===== src/rtl/ccc_div_pkg.sv =====
// Shared lock-FSM states, ratio type and special ratio values for ccc_clk_div.
// Declarations only; no latency and no flow control.
package ccc_div_pkg;

   typedef enum logic [1:0] {
      ST_UNLOCK = 2'd0,
      ST_FILTER = 2'd1,
      ST_RUN    = 2'd2
   } lock_state_t;

   localparam int DIV_W_DEF = 8;

   typedef logic [DIV_W_DEF-1:0] ratio_t;

   // A ratio of 0 parks the channel; a ratio of 1 makes CE a constant high.
   localparam ratio_t DIV_OFF  = ratio_t'(0);
   localparam ratio_t DIV_PASS = ratio_t'(1);

   function automatic int cnt_width(input int n);
      return (n > 2) ? $clog2(n) : 1;
   endfunction

endpackage


===== src/rtl/ccc_div_chan.sv =====
// One clock-enable channel: ratio shadow, period counter and registered CE pulse.
// CE is a flop output; the channel is free-running with no backpressure.
module ccc_div_chan
   import ccc_div_pkg::*;
#(
   parameter int DIV_W = DIV_W_DEF
) (
   input  logic             i_clk,
   input  logic             i_rst,
   input  logic             i_run,
   input  logic             i_en,
   input  logic             i_sync,
   input  logic [DIV_W-1:0] i_div,
   output logic             o_ce
);

   localparam logic [DIV_W-1:0] C_OFF  = DIV_W'(DIV_OFF);
   localparam logic [DIV_W-1:0] C_PASS = DIV_W'(DIV_PASS);
   localparam logic [DIV_W-1:0] C_ONE  = DIV_W'(1);

   logic [DIV_W-1:0] r_cnt;
   logic [DIV_W-1:0] r_ratio;
   logic             r_act;
   logic             r_ce;

   logic             w_act;
   logic [DIV_W-1:0] w_cnt_inc;
   logic [DIV_W-1:0] w_last;

   // i_run is the lock FSM's next state, so r_cnt and r_ce describe the cycle being entered.
   assign w_act     = i_run & i_en;
   assign w_cnt_inc = r_cnt + C_ONE;
   assign w_last    = r_ratio - C_ONE;

   always_ff @(posedge i_clk or posedge i_rst) begin
      if (i_rst) begin
         r_cnt   <= '0;
         r_ratio <= '0;
         r_act   <= 1'b0;
         r_ce    <= 1'b0;
      end else begin
         r_act <= w_act;
         if (!w_act) begin
            r_cnt   <= '0;
            r_ratio <= i_div;
            r_ce    <= 1'b0;
         end else if (!r_act || (r_ratio == C_OFF)) begin
            r_cnt   <= '0;
            r_ratio <= i_div;
            r_ce    <= (i_div == C_PASS) && !i_sync;
         end else if (i_sync) begin
            r_cnt <= '0;
            r_ce  <= 1'b0;
         end else if (r_cnt == w_last) begin
            r_cnt   <= '0;
            r_ratio <= i_div;
            r_ce    <= (i_div == C_PASS);
         end else begin
            r_cnt <= w_cnt_inc;
            r_ce  <= (w_cnt_inc == w_last);
         end
      end
   end

   assign o_ce = r_ce;

endmodule


===== src/rtl/ccc_clk_div.sv =====
// PLL lock filter plus NUM_CH phase-aligned clock-enable dividers; LOCK has 2-cycle sync latency.
// All outputs registered, no backpressure; SYNC realignment only with CCC_DIV_ALIGN_EN defined.
module ccc_clk_div
   import ccc_div_pkg::*;
#(
   parameter int NUM_CH    = 4,
   parameter int DIV_W     = DIV_W_DEF,
   parameter int LOCK_FILT = 256
) (
   input  logic                    CLK,
   input  logic                    ARST,
   input  logic                    LOCK,
   input  logic [NUM_CH*DIV_W-1:0] DIV,
   input  logic [NUM_CH-1:0]       CH_EN,
   input  logic                    SYNC,
   output logic                    LOCKED,
   output logic                    RST_OUT,
   output logic [NUM_CH-1:0]       CE
);

   localparam int               FILT_W    = cnt_width(LOCK_FILT);
   localparam logic [FILT_W-1:0] FILT_ONE  = FILT_W'(1);
   localparam logic [FILT_W-1:0] FILT_LAST = FILT_W'(LOCK_FILT - 2);

   logic              r_lock_s1;
   logic              r_lock_s2;
   lock_state_t       r_state;
   logic [FILT_W-1:0] r_filt_cnt;
   logic              r_locked;
   logic              r_rst_out;

   lock_state_t       w_state_nxt;
   logic [FILT_W-1:0] w_filt_nxt;
   logic              w_run_nxt;
   logic              w_sync;

   always_ff @(posedge CLK or posedge ARST) begin
      if (ARST) begin
         r_lock_s1  <= 1'b0;
         r_lock_s2  <= 1'b0;
         r_state    <= ST_UNLOCK;
         r_filt_cnt <= '0;
         r_locked   <= 1'b0;
         r_rst_out  <= 1'b1;
      end else begin
         r_lock_s1  <= LOCK;
         r_lock_s2  <= r_lock_s1;
         r_state    <= w_state_nxt;
         r_filt_cnt <= w_filt_nxt;
         r_locked   <= w_run_nxt;
         r_rst_out  <= !w_run_nxt;
      end
   end

   // RUN is entered on the edge where the filter count becomes LOCK_FILT-1; loss of lock is not filtered.
   always_comb begin
      w_state_nxt = r_state;
      w_filt_nxt  = r_filt_cnt;
      case (r_state)
         ST_UNLOCK: begin
            if (r_lock_s2) begin
               w_state_nxt = ST_FILTER;
               w_filt_nxt  = '0;
            end
         end
         ST_FILTER: begin
            if (!r_lock_s2) begin
               w_state_nxt = ST_UNLOCK;
            end else begin
               w_filt_nxt = r_filt_cnt + FILT_ONE;
               if (r_filt_cnt == FILT_LAST) begin
                  w_state_nxt = ST_RUN;
               end
            end
         end
         ST_RUN: begin
            if (!r_lock_s2) begin
               w_state_nxt = ST_UNLOCK;
            end
         end
         default: begin
            w_state_nxt = ST_UNLOCK;
         end
      endcase
   end

   assign w_run_nxt = (w_state_nxt == ST_RUN);

`ifdef CCC_DIV_ALIGN_EN
   assign w_sync = SYNC;
`else
   logic w_sync_unused;
   assign w_sync_unused = SYNC;
   assign w_sync        = 1'b0;
`endif

   for (genvar g = 0; g < NUM_CH; g++) begin : g_chan
      ccc_div_chan #(
         .DIV_W (DIV_W)
      ) u_chan (
         .i_clk  (CLK),
         .i_rst  (ARST),
         .i_run  (w_run_nxt),
         .i_en   (CH_EN[g]),
         .i_sync (w_sync),
         .i_div  (DIV[g*DIV_W +: DIV_W]),
         .o_ce   (CE[g])
      );
   end

   assign LOCKED  = r_locked;
   assign RST_OUT = r_rst_out;

endmodule


===== config.mk =====
export PLATFORM = sky130hd
export DESIGN_NAME = ccc_clk_div
export DESIGN_NICKNAME = d
export VERILOG_FILES = /design/src/rtl/ccc_div_pkg.sv /design/src/rtl/ccc_div_chan.sv /design/src/rtl/ccc_clk_div.sv
export SDC_FILE = /design/constraint.sdc
export NUM_CORES = 1
export LEC_CHECK = 0
export BUFFER_PORTS_ARGS = -buffer_cell sky130_fd_sc_hd__buf_2
export CAP_MARGIN = 10
export CORE_ASPECT_RATIO = 0.75
export CORE_MARGIN = 2
export CORE_UTILIZATION = 50
export CTS_CLUSTER_DIAMETER = 80
export DETAILED_ROUTE_END_ITERATION = 7
export PLACE_DENSITY = 0.79
export SYNTH_ARGS = -nofsm -noshare
export SYNTH_HDL_FRONTEND = slang
export SYNTH_HIERARCHICAL = 1
export SYNTH_SLANG_ARGS = --single-unit
export TNS_END_PERCENT = 5

===== constraint.sdc =====
create_clock -name CLK -period 5.7 [get_ports CLK]
set_input_delay 1.14 -clock CLK [delete_from_list [all_inputs] [get_ports CLK]]
set_output_delay 1.14 -clock CLK [all_outputs]
set_load 0.05 [all_outputs]

After elaboration in Yosys (flattened, before gate mapping)
Cells that the tools add are included.
- add/subtract/negate cells: 9
- equality and inequality tests: 22
- divide/modulo/power cells: 0
- order comparisons: 0
- bitwise logic cells: 4
- reductions and logical operators: 16
- multipliers: 0
- mux-type cells: 44
- shift-type cells: 0
- operators by type and width (cell ; number):
    two-way mux 8 bit ; 26
    == test 8 bit ; 8
    adder 8 x 1 -> 8 bit, second input constant ; 5
    == test 8 x 1 -> 1 bit, second input constant ; 4
    logical NOT 8 bit ; 4
    subtractor 8 x 1 -> 8 bit, second input constant ; 4
    case mux 8 bit (2 select lines) ; 1
    two-way mux 1 bit ; 12
    != test 3 bit, second input constant ; 4
    == test 8 bit, second input constant ; 1
    two-way mux 2 bit ; 4
    case mux 2 bit (3 select lines) ; 1
    logical NOT 1 bit ; 5
    AND 1 bit ; 4
    == test 2 bit, second input constant ; 2
    logical OR 1 bit ; 4
    != test 2 bit, second input constant ; 2
    AND reduction 3 bit ; 1
    == test 2 x 1 -> 1 bit, second input constant ; 1
    logical NOT 2 bit ; 1
    nonzero test 2 bit ; 1
- flip-flop bits (word level): 86
- input port bits: 40
- RAM bits: 0
- bits in read-only memories: 0
- output and inout port bits: 6
- bits in latches: 0
- memories: 0

Logic depth before layout (Yosys ltp)
Gate-level depths: netlist (run 1).
- word-level depth: 7
- depth in mapped cells: 10
- gate-level depth less buffers: 10

Cells and area by module
The synthesis (run 1) kept the hierarchy.
- modules (own cells, without submodules) (module ; seq. area each (um2) ; times used ; area each (um2) ; cells an instance):
    ccc_div_chan (g_chan[0].u_chan ...) ; 450.4 ; 3 ; 1144.8 ; 116
    ccc_div_chan (g_chan[3].u_chan) ; 450.4 ; 1 ; 1271.2 ; 126
    ccc_clk_div ; 351.6 ; 1 ; 654.4 ; 66

Worst setup path before layout (run 1)
No wires, ideal clock.
- path type: reg2reg
- from: reg g_chan[3].u_chan.r_ratio[0]
- to: reg g_chan[3].u_chan.r_ratio[0]
- buffers on the path: 1
- required time: 5575 ps
- period minus slack after synthesis: 2666 ps
- data arrival time: 2541 ps
- cell stages (with the launch flop): 10
- library setup time: 125 ps
- setup slack: 3034 ps
- cell sequence: dfrtp_1 -> inv_1 -> ha_1 -> buf_6 -> or3b_4 -> o31ai_1 -> mux2i_1 -> nor4b_4 -> a211oi_4 -> mux2_2
- cells in the longest elaborated chain, start to end: 4
- elaborated cells on any way between the ends: 7
- RTL lines (item ; line ; RTL):
    start: declaration ; ccc_div_chan.sv:22 ; logic [DIV_W-1:0] r_ratio;
    start signal: assignment ; ccc_div_chan.sv:45 ; r_ratio <= i_div;
    start signal: assignment ; ccc_div_chan.sv:49 ; r_ratio <= i_div;
    start signal: assignment ; ccc_div_chan.sv:56 ; r_ratio <= i_div;
    branches (longest 4 deep; another with subtractor 8 x 1 -> 8 bit) ; - ;
Parallel ways; which one is timed is not known.
A chain may end at the register's enable or synchronous reset.

Final worst setup path (run 1)
- from: reg g_chan[3].u_chan.r_ratio[0]
- to: reg g_chan[3].u_chan.r_ratio[4]
The elaborated chain is that of the path after synthesis.

==> results of run 1 <==
[routing by layer]
| layer | share of wire (%) | GRT usage [%] | vias up | wire, um |
|---|---|---|---|---|
| met4 | 1.2 | 6.345 | 0 | 138 |
| met3 | 5.3 | 4.854 | 17 | 595 |
| met2 | 46 | 32.92 | 103 | 5233 |
| met1 | 47 | 28.81 | 1989 | 5297 |
| met5 | 0 | 0 | - | 0 |
| li1 | - | - | 1990 | - |
[critical path: cells and delay by family (launching register included)]
kind | cells | cell delay (ns)
buf+inv | 1 | 0.10
compound gates | 2 | 0.71
mux | 2 | 0.71
flops | 1 | 0.43
fa+ha+maj | 1 | 0.34
simple gates | 2 | 0.55
[state kept, by name, indices dropped and copies added (netlist names)]
| name | flops |
|---|---|
| g_chan.u_chan/r_ratio | 32 |
| r_state | 2 |
| RST_OUT | 1 |
| g_chan.u_chan/o_ce | 4 |
| g_chan.u_chan/r_cnt | 32 |
| r_lock_s1 | 1 |
| LOCKED | 1 |
| g_chan.u_chan/r_act | 4 |
| r_lock_s2 | 1 |
| r_filt_cnt | 8 |
[final timing paths]
check,start,to,slack [ns],cells past startpoint
hold / removal,r_lock_s1,r_lock_s2,0.35,0
min in group asynchronous,ARST,r_filt_cnt[2],0.90,2
hold reg to reg,r_lock_s1,r_lock_s2,0.35,0
max in group asynchronous,ARST,g_chan[2].u_chan/r_ratio[3],4.31,2
setup / recovery,g_chan[3].u_chan/r_ratio[0],g_chan[3].u_chan/r_ratio[4],2.73,8
setup reg to reg,g_chan[3].u_chan/r_ratio[0],g_chan[3].u_chan/r_ratio[4],2.73,8
[cell type report]
cell class,count,area (um^2)
flip-flops and latches,86,2153
multi-input cells,423,3075
inverters,27,101.3
clock inverters,4,45.04
well taps,136,170.2
clock buffers,12,256.5
repair buffers,44,220.2
fillers,918,4348
[cell usage after synthesis, types with 4 or more instances]
cell       number
a21oi_1         7
nand4_1         4
buf_2           6
nor4b_1         4
or4_1           6
ha_1           14
nand2b_1        4
o32ai_1         4
nand4_2         4
nor3_1         15
and3_1         17
a211oi_1        4
dfrtp_1        85
o21ba_2         4
xor2_1         36
nor4_1          8
inv_1          27
o21ai_0         8
o2111ai_1       5
nor2_1         56
nand2_1        35
nor2b_1         4
o31ai_1         5
or3_1           7
o211ai_1        4
mux2_2         33
clkbuf_1        8
xnor2_1        63
nand3_1        29
[per-stage QoR]
step	instances	utilization, %	hold slack (ns)	setup slack, ns	cell area, um^2
after detailed placement	716	55.16	0.3472	2.733	5720
after global routing	732	58.07	0.3658	2.523	6022
final	732	58.07	0.3520	2.726	6022
after global placement	716	55.16	0.3337	2.803	5720
after CTS	732	58.07	0.3597	2.709	6022
after floorplan	551	-	0.3312	3.034	5401
[power by group]
part           total, mW  internal (mW)  switching, mW
clock network      0.592          0.361          0.231
logic              0.129         0.0601         0.0693
registers          0.651          0.626         0.0254
total               1.37           1.05          0.326
[cell families (layout without fill, tap and decap cells)]
kind of cell | after synthesis | in the layout | synth area share (%)
AND/OR/NAND/NOR | 204 | 204 | 20.10
flip-flops | 86 | 86 | 40.17
other | 1 | 12 | 0.06996
XOR/XNOR | 100 | 100 | 16.60
multiplexers | 36 | 36 | 7.493
adder cells (fa/ha/maj) | 14 | 14 | 3.268
buffers and inverters | 42 | 87 | 3.221
AO/OA/AOI/OAI | 57 | 57 | 9.080
==> impl_metrics.ini, run 1 <==
[run_status]
status = complete, no violations

[synthesis]
synthArstFlopShare_pct = 100.0
synth-edff-count = 0
synth_cells = 540
syn-cell-area_um2 = 5360
synth_top_area_share_pct = 39.68
avgSynthCellArea_um2 = 9.926
yosysSeqAreaShare_pct = 40.17
synth.distinct_cells = 51
yosysWarnings = 6
synth_area_leaders = dfrtp_1, xnor2_1, mux2_2
synthFlopType = dfrtp_1
ys_ff_latch = 86
synth_area_leader_cell = dfrtp_1

[clock_network]
clock_sinks = 86
post_cts_buffers = 0
clkTransAtPathRegs_ns = 0.06
ctsLongestPathBuffers = 2
h-tree-depth = 3
root_buffer = clkbuf_16
cts_tree = built
hold_buffers = 0
insertion_delay_ns = 0.34
numCtsBuffers = 9
ctsResizeCount = 0

[floorplan]
initial_core_util_pct = 51.69
die_w_um = 123.6
fp.dieH_um = 93.67
fp-row-count = 32
core-area_um2 = 10370
die-area_um2 = 11570
ios = 46

[pwr]
finalPower_mw = 1.372
power.leakage_nw = 2.573
irDropWorstVdd_uv = 164.7
pwr_density_cell_nw_per_um2 = 227.9

[drt]
vias_per_cell = 5.600
drt_iter0_markers = 204
ant_nets = 0
drt-total-wl_um = 11270
vias = 4099
drtPass1Iterations = 5
drcViolationCount = 0
drt-wirelength-per-cell_um = 15.39

[finish]
n_antenna_cell = 0
area_growth_pct = 12.35
drive_gt1_share_pct = 18.79
final_common_cell = dfrtp_1
final_cell_mix = dfrtp_1, xnor2_1, nor2_1, buf_2, xor2_1
nNetsFinal = 645

[critical_path]
cpPeakStageDelay_ns = 0.46
critPathArrivalTime_ns = 3.20
crit_required_ns = 5.92
crit_chain = inv_1 -> ha_1 -> or3b_4 -> o31ai_1 -> mux2i_1 -> nor4b_4 -> a211oi_4 -> mux2_2
path_class = flop to flop
cp-start-kind = flop
cp_max_fo = 10
cp_slowest_cell = a211oi_4
worst_setup_path_end_kind = flop

[timing]
setup_tns_ns = 0
setup_viol_count_final = 0
maxSlewHeadroom_pct = 54.42
rsz0062_at_grt = false
min_period_ns = 2.974
final_max_slew_viol_count = 0
worst_pin_slew_ns = 0.6829
fmax_mhz = 336.3
final-hold-violation-count = 0
finalCritPeriodShare_pct = 52.17
clock_skew_ns = 0.005102

[global_route]
grt_max_degree = 19
antenna_found_initial = 0
track_usage_pct = 20.94
grt_overflow = 0
grt_pass1_wl_um = 18950
first_global_vias = 4028

[placed_design]
place_congestion = 0.8758
io_buffers = 44
place_hpwl_um = 8550

[min_path]
min_path_type = flop to flop

[flow_run]
drv_cap = 0
(Power assumes the default switching activity.)
==> run 2: changes to the inputs <==
Clock period 5.7 ns to 3.1 ns, I/O delays scaled along.
==> impl_metrics.ini, run 2 (synthesized netlist as in run 1, its figures left out) <==
[timing]
clock_skew_ns = 0.005692
setup_ws_ns = 0.3338
final-hold-violation-count = 0
maxSlewHeadroom_pct = 52.89
fin_hold_ws_ns = 0.3498
min_period_ns = 2.766
finalCritPeriodShare_pct = 89.23
rsz0062_at_grt = false
worst_pin_slew_ns = 0.7058
setup_viol_count_final = 0
setup_tns_ns = 0
final_max_slew_viol_count = 0
fmax_mhz = 361.5

[placed_design]
place_ws_ns = 0.3537
place_hpwl_um = 8477
io_buffers = 44
place_congestion = 0.8702

[clock_network]
ctsLongestPathBuffers = 2
hold_buffers = 0
clock_sinks = 86
cts_tree = built
h-tree-depth = 3
ctsResizeCount = 0
numCtsBuffers = 9
root_buffer = clkbuf_16
post_cts_buffers = 0
insertion_delay_ns = 0.34
clkTransAtPathRegs_ns = 0.06

[critical_path]
r2r_end = g_chan[2].u_chan/r_ratio[1]
critPathArrivalTime_ns = 2.98
crit_required_ns = 3.32
cp_max_fo = 8
r2r_setup_slack_ns = 0.33
worst_setup_path_end_kind = flop
rr_startpoint = g_chan[2].u_chan/r_ratio[0]
cp-start-kind = flop
reg2regPathDepth = 8
path_class = flop to flop

[drt]
drtPass1Iterations = 5
drcViolationCount = 0
drt-total-wl_um = 11360
ant_nets = 0
drt-wirelength-per-cell_um = 15.52
drt_iter0_markers = 345
vias_per_cell = 5.642
vias = 4130

[min_path]
hold_depth = 0
min_path_type = flop to flop
worstHoldStart = r_lock_s1
whs_endpoint = r_lock_s2

[global_route]
track_usage_pct = 20.87
grt_overflow = 0
grt_pass1_wl_um = 19030
first_global_vias = 3944
grt_max_degree = 19
antenna_found_initial = 0

[floorplan]
die-area_um2 = 11570
fp.dieH_um = 93.67
fp-row-count = 32
die_w_um = 123.6
ios = 46
initial_core_util_pct = 51.69
core-area_um2 = 10370

[flow_run]
drv_cap = 0

[pwr]
irDropWorstVdd_uv = 298.2
pwr_density_cell_nw_per_um2 = 398.5
finalPower_mw = 2.385
power.leakage_nw = 2.554

[finish]
largestRegisters = g_chan.u_chan/r_cnt: 32 flops, g_chan.u_chan/r_ratio: 32 flops, r_filt_cnt: 8 flops
register_area_um2 = 2153
fillers = 877
post-route-util_pct = 57.71
nNetsFinal = 646
multi_input_area_um2 = 3075
area_growth_pct = 11.65
n_antenna_cell = 0
final_common_cell = dfrtp_1
final_cell_mix = dfrtp_1, xnor2_1, nor2_1, buf_2, xor2_1
drive_gt1_share_pct = 18.79

[run_status]
status = complete, no violations
[run 2: changes by cell type in the layout (fill, tap and decap cells not counted), sizes merged]
cell | previous run | this run
bufinv | 1 | 0
buf | 44 | 45
clkbuf | 12 | 10
clkinvlp | 0 | 1
clkinv | 3 | 4
[run 2: worst max-delay path: stages, from the launching register on]
cell,delay [ns]
dfrtp_1,0.44
inv_1,0.09
ha_1,0.31
o21ba_2,0.23
a221o_1,0.35
a221oi_2,0.30
nand4_2,0.20
o21ai_4,0.33
mux2_2,0.38
[run 2: cell type report]
class / instances / area share (%)
Multi-Input combinational cell: 423 / 51.39
Sequential cell: 86 / 35.98
Clock buffer: 10 / 3.826
Timing Repair Buffer: 45 / 3.805
Tap cell: 136 / 2.843
Inverter: 27 / 1.693
Clock inverter: 5 / 0.4600
[run 2: where the power goes]
| part | switching [mW] | internal, mW | total (mW) | leakage (nW) |
|---|---|---|---|---|
| registers | 0.0454 | 1.15 | 1.20 | 1.12 |
| logic | 0.130 | 0.111 | 0.241 | 1.31 |
| clock network | 0.416 | 0.532 | 0.948 | 0.128 |
| total | 0.591 | 1.79 | 2.38 | 2.55 |
[run 2: how the worst max path moves through the flow]
stage                                            from                           to  slack, ns  depth (start not counted)
after CTS                 g_chan[2].u_chan/r_ratio[0]  g_chan[2].u_chan/r_ratio[1]       0.34                          8
after detailed placement  g_chan[3].u_chan/r_ratio[0]  g_chan[3].u_chan/r_ratio[1]       0.35                          8
after global routing      g_chan[3].u_chan/r_ratio[0]  g_chan[3].u_chan/r_ratio[1]       0.17                          8
after floorplan           g_chan[3].u_chan/r_ratio[0]  g_chan[3].u_chan/r_ratio[0]       0.43                          9
after global placement                  r_filt_cnt[0]        g_chan[3].u_chan/o_ce       0.41                         10
final                     g_chan[2].u_chan/r_ratio[0]  g_chan[2].u_chan/r_ratio[1]       0.33                          8
[run 2: layer usage]
metal | global-route usage [%] | up-vias | share of wire [%]
li1 | - | 1985 | -
met1 | 29.38 | 2029 | 48
met2 | 33.10 | 96 | 46
met3 | 4.126 | 20 | 4.4
met4 | 5.208 | 0 | 1.5
met5 | 0 | - | 0
[run 2: stage by stage]
| step | area, um^2 | instances |
|---|---|---|
| final | 5984 | 732 |
| after global routing | 5984 | 732 |
| after CTS | 5984 | 732 |
| after detailed placement | 5728 | 717 |
| after global placement | 5728 | 717 |
| after floorplan | 5401 | 551 |
